===== src/rtl/rr_decode_arbiter_if.sv =====
`default_nettype none
// ============================================================================
//  Module   : rr_decode_arbiter_if
//  Brief    : Request/release and grant bundle between eight requesters and
//             the round-robin decode arbiter.
//  Revision : 1.0 - initial release
// ============================================================================
interface rr_decode_arbiter_if;
    logic [7:0] req;        // request lines, one per requester
    logic       done;       // release pulse from the current owner
    logic       grant_en;   // decoder enable
    logic [2:0] grant_idx;  // decoder select
    logic [7:0] grant;      // one-hot view of grant_idx
    logic       timeout;    // forced-revoke pulse

    // Requester side: drives requests/release, observes the grant.
    modport master (
        output req,
        output done,
        input  grant_en,
        input  grant_idx,
        input  grant,
        input  timeout
    );

    // Arbiter side.
    modport slave (
        input  req,
        input  done,
        output grant_en,
        output grant_idx,
        output grant,
        output timeout
    );
endinterface
`default_nettype wire


===== src/rtl/rr_decode_arbiter.sv =====
`default_nettype none
// ============================================================================
//  Module   : rr_decode_arbiter
//  Brief    : Eight-way round-robin arbiter feeding a 3-to-8 decoder stage.
//             Grants are held until released by the owner, withdrawn, or
//             revoked after MAX_HOLD cycles. All outputs are registered.
//  Revision : 1.0 - initial release
// ============================================================================
module rr_decode_arbiter #(
    parameter int MAX_HOLD = 16     // 1..255
) (
    input  logic                  clk,
    input  logic                  rst_n,
    rr_decode_arbiter_if.slave    bus
);

    // Last hold-counter value before a grant is forcibly revoked.
    localparam logic [7:0] c_HOLD_LAST = 8'(MAX_HOLD - 1);
    localparam logic [7:0] c_HOLD_SAT  = 8'hFF;

    typedef enum logic [0:0] {
        ST_IDLE  = 1'b0,
        ST_OWNED = 1'b1
    } state_t;

    state_t     r_state;
    logic [2:0] r_ptr;
    logic [7:0] r_hold;
    logic       r_grant_en;
    logic [2:0] r_grant_idx;
    logic [7:0] r_grant;
    logic       r_timeout;

    logic       w_pick_valid;
    logic [2:0] w_pick_idx;
    logic       w_owner_req;
    logic       w_expired;
    logic       w_release;
    logic       w_forced;

    // Rotating-priority search: first active request at ptr, ptr+1, ... (mod 8).
    always_comb begin
        w_pick_valid = 1'b0;
        w_pick_idx   = 3'd0;
        for (int i = 0; i < 8; i++) begin
            if (!w_pick_valid && bus.req[r_ptr + 3'(i)]) begin
                w_pick_valid = 1'b1;
                w_pick_idx   = r_ptr + 3'(i);
            end
        end
    end

    // Release conditions for the current owner; a revoke is "forced" only
    // when the hold limit is the sole reason for giving up the grant.
    always_comb begin
        w_owner_req = bus.req[r_grant_idx];
        w_expired   = (r_hold == c_HOLD_LAST);
        w_release   = bus.done | ~w_owner_req | w_expired;
        w_forced    = w_expired & ~bus.done & w_owner_req;
    end

    // Arbitration FSM with registered decoder select/enable and one-hot grant.
    always_ff @(posedge clk or negedge rst_n) begin
        if (!rst_n) begin
            r_state     <= ST_IDLE;
            r_ptr       <= 3'd0;
            r_hold      <= 8'd0;
            r_grant_en  <= 1'b0;
            r_grant_idx <= 3'd0;
            r_grant     <= 8'h00;
            r_timeout   <= 1'b0;
        end else begin
            r_timeout <= 1'b0;
            case (r_state)
                ST_IDLE: begin
                    if (w_pick_valid) begin
                        r_state     <= ST_OWNED;
                        r_grant_en  <= 1'b1;
                        r_grant_idx <= w_pick_idx;
                        r_grant     <= 8'b1 << w_pick_idx;
                        r_hold      <= 8'd0;
                    end
                end
                ST_OWNED: begin
                    if (w_release) begin
                        r_state     <= ST_IDLE;
                        r_grant_en  <= 1'b0;
                        r_grant_idx <= 3'd0;
                        r_grant     <= 8'h00;
                        r_timeout   <= w_forced;
                        r_hold      <= 8'd0;
                        // Owner drops to lowest priority; 3-bit add wraps 7 -> 0.
                        r_ptr       <= r_grant_idx + 3'd1;
                    end else if (r_hold != c_HOLD_SAT) begin
                        r_hold      <= r_hold + 8'd1;
                    end
                end
                default: begin
                    r_state <= ST_IDLE;
                end
            endcase
        end
    end

    assign bus.grant_en  = r_grant_en;
    assign bus.grant_idx = r_grant_idx;
    assign bus.grant     = r_grant;
    assign bus.timeout   = r_timeout;

endmodule
`default_nettype wire


===== src/flat_wrapper.sv =====
// flat-port wrapper written by rule: the top's interface ports become plain ports
module rr_decode_arbiter_flat 
#(
    parameter int MAX_HOLD = 16              
)
  (clk, rst_n, bus_req, bus_done, bus_grant_en, bus_grant_idx, bus_grant, bus_timeout);
  rr_decode_arbiter_if bus_i ();
  input  logic clk;
  input  logic rst_n;
  input wire logic [$bits(bus_i.req)-1:0] bus_req;
  input wire logic [$bits(bus_i.done)-1:0] bus_done;
  output wire logic [$bits(bus_i.grant_en)-1:0] bus_grant_en;
  output wire logic [$bits(bus_i.grant_idx)-1:0] bus_grant_idx;
  output wire logic [$bits(bus_i.grant)-1:0] bus_grant;
  output wire logic [$bits(bus_i.timeout)-1:0] bus_timeout;
  assign bus_i.req = bus_req;
  assign bus_i.done = bus_done;
  assign bus_grant_en = bus_i.grant_en;
  assign bus_grant_idx = bus_i.grant_idx;
  assign bus_grant = bus_i.grant;
  assign bus_timeout = bus_i.timeout;
  rr_decode_arbiter #(.MAX_HOLD(MAX_HOLD)) u_core (.clk(clk), .rst_n(rst_n), .bus(bus_i));
endmodule

===== config.mk =====
export PLATFORM = sky130hd
export DESIGN_NAME = rr_decode_arbiter_flat
export DESIGN_NICKNAME = d
export VERILOG_FILES = /design/src/rtl/rr_decode_arbiter_if.sv /design/src/rtl/rr_decode_arbiter.sv /design/src/flat_wrapper.sv
export SDC_FILE = /design/constraint.sdc
export NUM_CORES = 1
export LEC_CHECK = 0
export BUFFER_PORTS_ARGS = -buffer_cell sky130_fd_sc_hd__buf_2
export CAP_MARGIN = 0
export CORE_ASPECT_RATIO = 0.75
export CORE_MARGIN = 2
export CORE_UTILIZATION = 40
export CTS_CLUSTER_SIZE = 25
export DETAILED_ROUTE_END_ITERATION = 6
export GPL_TIMING_DRIVEN = 0
export PLACE_DENSITY = 0.71
export SYNTH_ARGS = -nofsm -noshare
export SYNTH_HDL_FRONTEND = slang
export SYNTH_SLANG_ARGS = --single-unit

===== constraint.sdc =====
create_clock -name clk -period 3.7 [get_ports clk]
set_clock_uncertainty 0.2 [all_clocks]
set_input_delay 0.555 -clock clk [delete_from_list [all_inputs] [get_ports clk]]
set_output_delay 0.555 -clock clk [all_outputs]
set_load 0.05 [all_outputs]

* Word-level counts from Yosys, hierarchy flattened
Index checks and enable logic that the tools add are counted.
** Storage, ports and cells
- Flip-flop bits (word level) :: 25
- Input port bits :: 11
- Output and inout port bits :: 13
- Logic and storage cells :: 107
** Cells by class
- Add/subtract/negate cells :: 9
- Magnitude comparators :: 9
- Equal/unequal tests :: 5
- Shift operators :: 1
- Muxes and demuxes :: 52
- Bitwise operators :: 7
- Reduce and logical (&&, ||, !) cells :: 17
** Operators with widths (count)
- $mux W8 :: 5
- $lt A3 B4 Y1 const B :: 9
- $pmux W8 S2 :: 2
- $mux W3 :: 10
- $bmux W1 S3 :: 9
- $mux W1 :: 23
- $add A3 B3 Y3 const B :: 4
- $add A8 B1 Y8 const B :: 1
- $eq A8 B4 Y1 const B :: 1
- $ne A8 B8 Y1 const B :: 1
- $shl A1 B3 Y8 const A :: 1
- $logic_and A1 B1 Y1 :: 7
- $logic_not A1 Y1 :: 7
- $add A3 B1 Y3 const B :: 2
- $add A3 B2 Y3 const B :: 2
- $pmux W3 S2 :: 1
- $reduce_and A2 Y1 :: 3
- $pmux W1 S2 :: 2
- $ne A3 B3 Y1 const B :: 1
- $not A1 Y1 :: 3
- $and A1 B1 Y1 :: 2
- $ne A2 B1 Y1 const B :: 1
- $ne A2 B2 Y1 const B :: 1
- $or A1 B1 Y1 :: 2

* Depth between registers and ports, before layout
- Depth in word-level cells :: 27
- Gate-level depth with buffers :: 13
- Mapped depth without buffers :: 9

* Worst setup path after synthesis
OpenSTA, ideal clock, no wires.
- Kind :: register to register
- Start point :: register u_core.r_ptr[1]
- End point :: register u_core.r_grant[6] (netlist: u_core.bus.grant[6])
- Library setup time :: 110 ps
- Data arrival time :: 3185 ps
- Required time :: 3390 ps
- Setup slack :: 205 ps
- Stages on the path, launching flop included :: 12
- Buffers on the path :: 2
- Period minus slack after synthesis :: 3495 ps
- Cells stage by stage :: dfrtp_1 buf_6 buf_2 inv_1 ha_1 mux4_1 mux2_4 a31oi_4 nand4b_4 or2_2 o211a_4 o41ai_1
** Between the ends
- Longest elaborated chain between the ends :: 27
- Elaborated cells between the ends (all ways) :: 58
- Those cells by class :: add/sub (7); eq/ne (1); shift (1); mux (34); reduce/logical (15)
** Ends and longest elaborated chain
- start: declaration :: RTL line rr_decode_arbiter.sv:27 : logic [2:0] r_ptr;
- start signal: assignment :: RTL line rr_decode_arbiter.sv:93 : r_ptr <= r_grant_idx + 3'd1;
- parallel branches: the longest is 27 deep, another holds $add A3 B1 Y3
- end signal: assignment :: RTL line rr_decode_arbiter.sv:80 : r_grant <= 8'b1 << w_pick_idx;
- end: declaration :: RTL line rr_decode_arbiter.sv:31 : logic [7:0] r_grant;
Several ways; the timed one is not identified. The select of a mux whose other input is x is not followed.
A chain may end at the register's enable or synchronous reset.

* Worst setup path after layout
Same ends and word-level chain as after synthesis.

==> metrics.txt <==
# TYPE chip_impl_metric gauge
chip_impl_metric{name="grtUsageTotal",unit="%"} 17.4
chip_impl_metric{name="fmax",unit="GHz"} 0.283
chip_impl_info{name="worst_path_max_delay_cell",value="sky130_fd_sc_hd__or3b_2"} 1
chip_impl_metric{name="hold_viol_final",unit=""} 0
chip_impl_info{name="clock-root-buffer",value="sky130_fd_sc_hd__clkbuf_8"} 1
chip_impl_metric{name="drt.antenna.violating_nets",unit=""} 0
chip_impl_metric{name="layout_min_cycle_time",unit="ns"} 3.54
chip_impl_info{name="critical_path_end",value="u_core.bus.grant[6]"} 1
chip_impl_metric{name="max_cap_viol_count",unit=""} 0
chip_impl_metric{name="detail_route.wl_per_cell",unit="um"} 16.9
chip_impl_metric{name="critPathMaxFanout",unit=""} 17
chip_impl_metric{name="wl",unit="mm"} 5.51
chip_impl_metric{name="antenna-diode-count",unit=""} 0
chip_impl_metric{name="synthesis.area",unit="um2"} 2300
chip_impl_metric{name="io_pins",unit=""} 24
chip_impl_metric{name="drive_gt1_share",unit="%"} 30.3
chip_impl_metric{name="fin_tns_setup",unit="ns"} 0
chip_impl_metric{name="timing.final.setup_violations",unit=""} 0
chip_impl_metric{name="ff2ff_setup_slack",unit="ns"} 0.16
chip_impl_metric{name="async_flop_share",unit="%"} 100
chip_impl_info{name="critical_path_end_type",value="flip-flop"} 1
chip_impl_metric{name="r2r.worst_path.cells",unit=""} 11
chip_impl_metric{name="initial_core_util",unit="%"} 42.4
chip_impl_info{name="timing.rr.start",value="u_core.r_ptr[1]"} 1
chip_impl_metric{name="initial_antenna_violation_count",unit=""} 0
chip_impl_metric{name="placement_rows",unit=""} 23
chip_impl_info{name="critPathLaunch",value="u_core.r_ptr[1]"} 1
chip_impl_metric{name="num-nets-final",unit=""} 267
chip_impl_metric{name="io_buffers",unit=""} 23
chip_impl_metric{name="drtIter0Drc",unit=""} 226
chip_impl_metric{name="fp.dieArea",unit="um2"} 6390
chip_impl_info{name="cts_tree",value="done"} 1
chip_impl_metric{name="cts.clk_slew.worst_paths",unit="ns"} 0.09
chip_impl_metric{name="floorplan.die.height",unit="um"} 69.7
chip_impl_metric{name="timing_max_transition_violations_final",unit=""} 0
chip_impl_info{name="cp_cell_sequence",value="buf_6 > inv_1 > ha_4 > buf_6 > mux2i_1 > mux4_2 > a32oi_4 > or3b_2 > a22o_1 > o211a_4 > o41ai_2"} 1
chip_impl_info{name="post-synth-top-area-cell",value="sky130_fd_sc_hd__dfrtp_1"} 1
chip_impl_info{name="ys_top_cells_by_area",value="sky130_fd_sc_hd__dfrtp_1 (27%), sky130_fd_sc_hd__mux4_2 (7.8%), sky130_fd_sc_hd__mux4_1 (6.8%)"} 1
chip_impl_metric{name="layout_worst_path_cycle_share",unit="%"} 95.6
chip_impl_metric{name="numClockSinks",unit=""} 25
chip_impl_metric{name="placeableCoreArea",unit="um2"} 5440
chip_impl_metric{name="dpl.hpwl",unit="mm"} 4.13
chip_impl_info{name="rr_endpoint",value="u_core.bus.grant[6]"} 1
chip_impl_metric{name="mean_area_per_synthesized_cell",unit="um2"} 10.2
chip_impl_metric{name="routabilityCongestion",unit=""} 0.903
chip_impl_metric{name="number_of_buffers_created_by_cts",unit=""} 3
chip_impl_metric{name="routed-via-count",unit=""} 2004
chip_impl_metric{name="ctsHtreeMaxLevel",unit=""} 1
chip_impl_metric{name="post_synth_num_cell_types",unit=""} 63
chip_impl_metric{name="grt_first_pass_wirelength",unit="mm"} 9.21
chip_impl_info{name="timing.critical_path.mode_cell",value="sky130_fd_sc_hd__buf_6"} 1
chip_impl_metric{name="length_of_the_first_detailed_routing_pass_in_iterations",unit=""} 5
chip_impl_metric{name="dieWidth",unit="um"} 91.7
chip_impl_info{name="kind_of_critical_path",value="reg -> reg"} 1
chip_impl_metric{name="ys_seq_elements",unit=""} 25
chip_impl_metric{name="vias_in_the_first_global_route",unit=""} 1884
chip_impl_metric{name="synth_nets",unit=""} 240
chip_impl_metric{name="post_cts_buffers",unit=""} 0
chip_impl_metric{name="worst_path_required_time",unit="ns"} 3.65
chip_impl_metric{name="finish.utilization",unit="%"} 48.2
chip_impl_metric{name="synthesis.instances",unit=""} 225
chip_impl_info{name="synth_common_cells",value="sky130_fd_sc_hd__dfrtp_1 (25), sky130_fd_sc_hd__nand3_1 (21), sky130_fd_sc_hd__nand2_1 (17), sky130_fd_sc_hd__o21ai_0 (13)"} 1
chip_impl_metric{name="fin_hold_ws",unit="ns"} 0.0653
chip_impl_info{name="outcome",value="finished clean"} 1
chip_impl_metric{name="route.detailed.drc",unit=""} 0
chip_impl_metric{name="holdBufCountCts",unit=""} 0
chip_impl_metric{name="worst_slew_margin_rel",unit="%"} 56.1
chip_impl_metric{name="register_area_share_after_synthesis",unit="%"} 27.1
chip_impl_info{name="ys.flop_type",value="sky130_fd_sc_hd__dfrtp_1"} 1
chip_impl_info{name="synth.most_common_cell",value="sky130_fd_sc_hd__dfrtp_1"} 1
chip_impl_metric{name="clkLatencyLatePin",unit="ns"} 0.27
chip_impl_metric{name="flow.area_growth_from_synthesis",unit="%"} 13.7
chip_impl_metric{name="number_of_flops_mapped_to_enable_cells_by_yosys",unit=""} 0
chip_impl_metric{name="worst-endpoint-arrival",unit="ns"} 3.49
chip_impl_metric{name="largest_net_degree_at_the_start_of_global_routing",unit=""} 26
chip_impl_metric{name="finalInstanceArea",unit="um2"} 2620
chip_impl_metric{name="transition_time_of_the_tightest_slew_check_pin",unit="ns"} 0.655
chip_impl_metric{name="netlist.area_leader.share",unit="%"} 27.1
chip_impl_metric{name="worst_path_largest_cell_delay",unit="ns"} 0.50
chip_impl_info{name="setup.worst_path.start_class",value="flip-flop"} 1
chip_impl_info{name="hold_class",value="in -> async"} 1
chip_impl_info{name="rsz0062_at_grt",value="no"} 1
chip_impl_metric{name="yosysWarningCount",unit=""} 0
chip_impl_metric{name="cts.path.max_buffers",unit=""} 2
chip_impl_metric{name="detailed_place.area",unit="um2"} 2510
chip_impl_metric{name="gr-total-overflow",unit=""} 0
chip_impl_metric{name="viasPerCell",unit=""} 6.15
## timing repair
action / 4_1_cts / 5_1_grt
gates cloned: 0 / 0
setup endpoints to repair: 17 / 15
gates resized for setup: 3 / 11
## metrics by stage
stage	cells	setup slack, ns
finish	326	0.162
global route	326	0.0223
CTS	326	0.0224
detailed placement	323	-0.209
global placement	323	-0.167
floorplan	225	0.205
## cell type report
cell class,count,area [um2]
inverters,10,37.5
clock buffers,3,41.3
fillers,508,2820
flip-flops and latches,25,626
plain buffers,11,87.6
well taps,75,93.8
repair buffers,23,115
multi-input cells,178,1610
clock inverters,1,5.00
## how the worst min path moves through the flow
stage                        startpoint                   to  slack [ns]  depth (start not counted)
floorplan                         rst_n  u_core.bus.grant[0]        0.06                          0
global placement    u_core.bus.grant_en  u_core.bus.grant_en        0.26                          2
detailed placement  u_core.bus.grant_en  u_core.bus.grant_en        0.26                          2
CTS                               rst_n     u_core.r_hold[2]        0.08                          1
global route                      rst_n     u_core.r_hold[2]        0.11                          1
finish                            rst_n     u_core.r_hold[5]        0.07                          1
## sequential cells by signal, summed over array words and instances, names as in the netlist
| signal | cells |
|---|---|
| u_core.bus.timeout | 1 |
| u_core.r_hold | 8 |
| u_core.bus.grant_en | 1 |
| u_core.r_state | 1 |
| u_core.r_ptr | 3 |
| u_core.bus.grant | 8 |
| u_core.bus.grant_idx | 3 |
## critical path: cells and delay by family, from the launching register on
kind	cells	cell delay, ns
AO/OA/AOI/OAI	4	0.96
buffers and inverters	3	0.51
multiplexers	2	0.53
AND/OR/NAND/NOR	1	0.50
adder cells (fa/ha/maj)	1	0.34
flip-flops	1	0.37
## layout by cell type, fill, tap and decap left out, types with 2 or more instances in the layout
| cell type | Yosys | layout |
|---|---|---|
| sky130_fd_sc_hd__a211o_1 | 2 | 2 |
| sky130_fd_sc_hd__nor2_1 | 9 | 9 |
| sky130_fd_sc_hd__clkbuf_8 | 0 | 3 |
| sky130_fd_sc_hd__clkbuf_1 | 3 | 2 |
| sky130_fd_sc_hd__mux2_1 | 3 | 3 |
| sky130_fd_sc_hd__buf_6 | 4 | 4 |
| sky130_fd_sc_hd__nand2_1 | 17 | 17 |
| sky130_fd_sc_hd__xor2_1 | 2 | 2 |
| sky130_fd_sc_hd__a21oi_1 | 12 | 12 |
| sky130_fd_sc_hd__nand4_1 | 2 | 2 |
| sky130_fd_sc_hd__or2_1 | 3 | 3 |
| sky130_fd_sc_hd__ha_1 | 4 | 3 |
| sky130_fd_sc_hd__xnor2_1 | 2 | 2 |
| sky130_fd_sc_hd__mux2i_1 | 12 | 12 |
| sky130_fd_sc_hd__o21ai_1 | 1 | 2 |
| sky130_fd_sc_hd__mux4_1 | 6 | 5 |
| sky130_fd_sc_hd__a21o_1 | 2 | 2 |
| sky130_fd_sc_hd__mux2_2 | 3 | 3 |
| sky130_fd_sc_hd__inv_1 | 10 | 10 |
| sky130_fd_sc_hd__o41ai_2 | 2 | 7 |
| sky130_fd_sc_hd__buf_2 | 2 | 23 |
| sky130_fd_sc_hd__dfrtp_1 | 25 | 25 |
| sky130_fd_sc_hd__a211oi_1 | 4 | 4 |
| sky130_fd_sc_hd__o31ai_1 | 4 | 4 |
| sky130_fd_sc_hd__o21ai_0 | 13 | 12 |
| sky130_fd_sc_hd__nor3_1 | 4 | 4 |
| sky130_fd_sc_hd__nand3_1 | 21 | 21 |
| sky130_fd_sc_hd__buf_4 | 3 | 3 |
| sky130_fd_sc_hd__mux4_2 | 8 | 9 |
| sky130_fd_sc_hd__nand2b_1 | 2 | 2 |
| sky130_fd_sc_hd__or4_1 | 2 | 2 |
## metal layers
metal  global-route usage (%)  part of all wire, %  vias up
met5                        0                    0        -
met4                     1.35                    0        0
met3                     2.61                  5.0        0
met2                     28.4                   48       51
met1                     25.6                   47     1015
li1                         -                    -      938
## logic make-up after synthesis
kind of cell / synth area share, %
xor+xnor: 2.23
simple gates: 17.8
compound gates: 21.7
buf+inv: 5.48
mux: 23.5
fa+ha+maj: 2.17
flops: 27.1
Power is not shown: default switching activity piles up to over one toggle a cycle in this logic, so the estimate is an artifact.
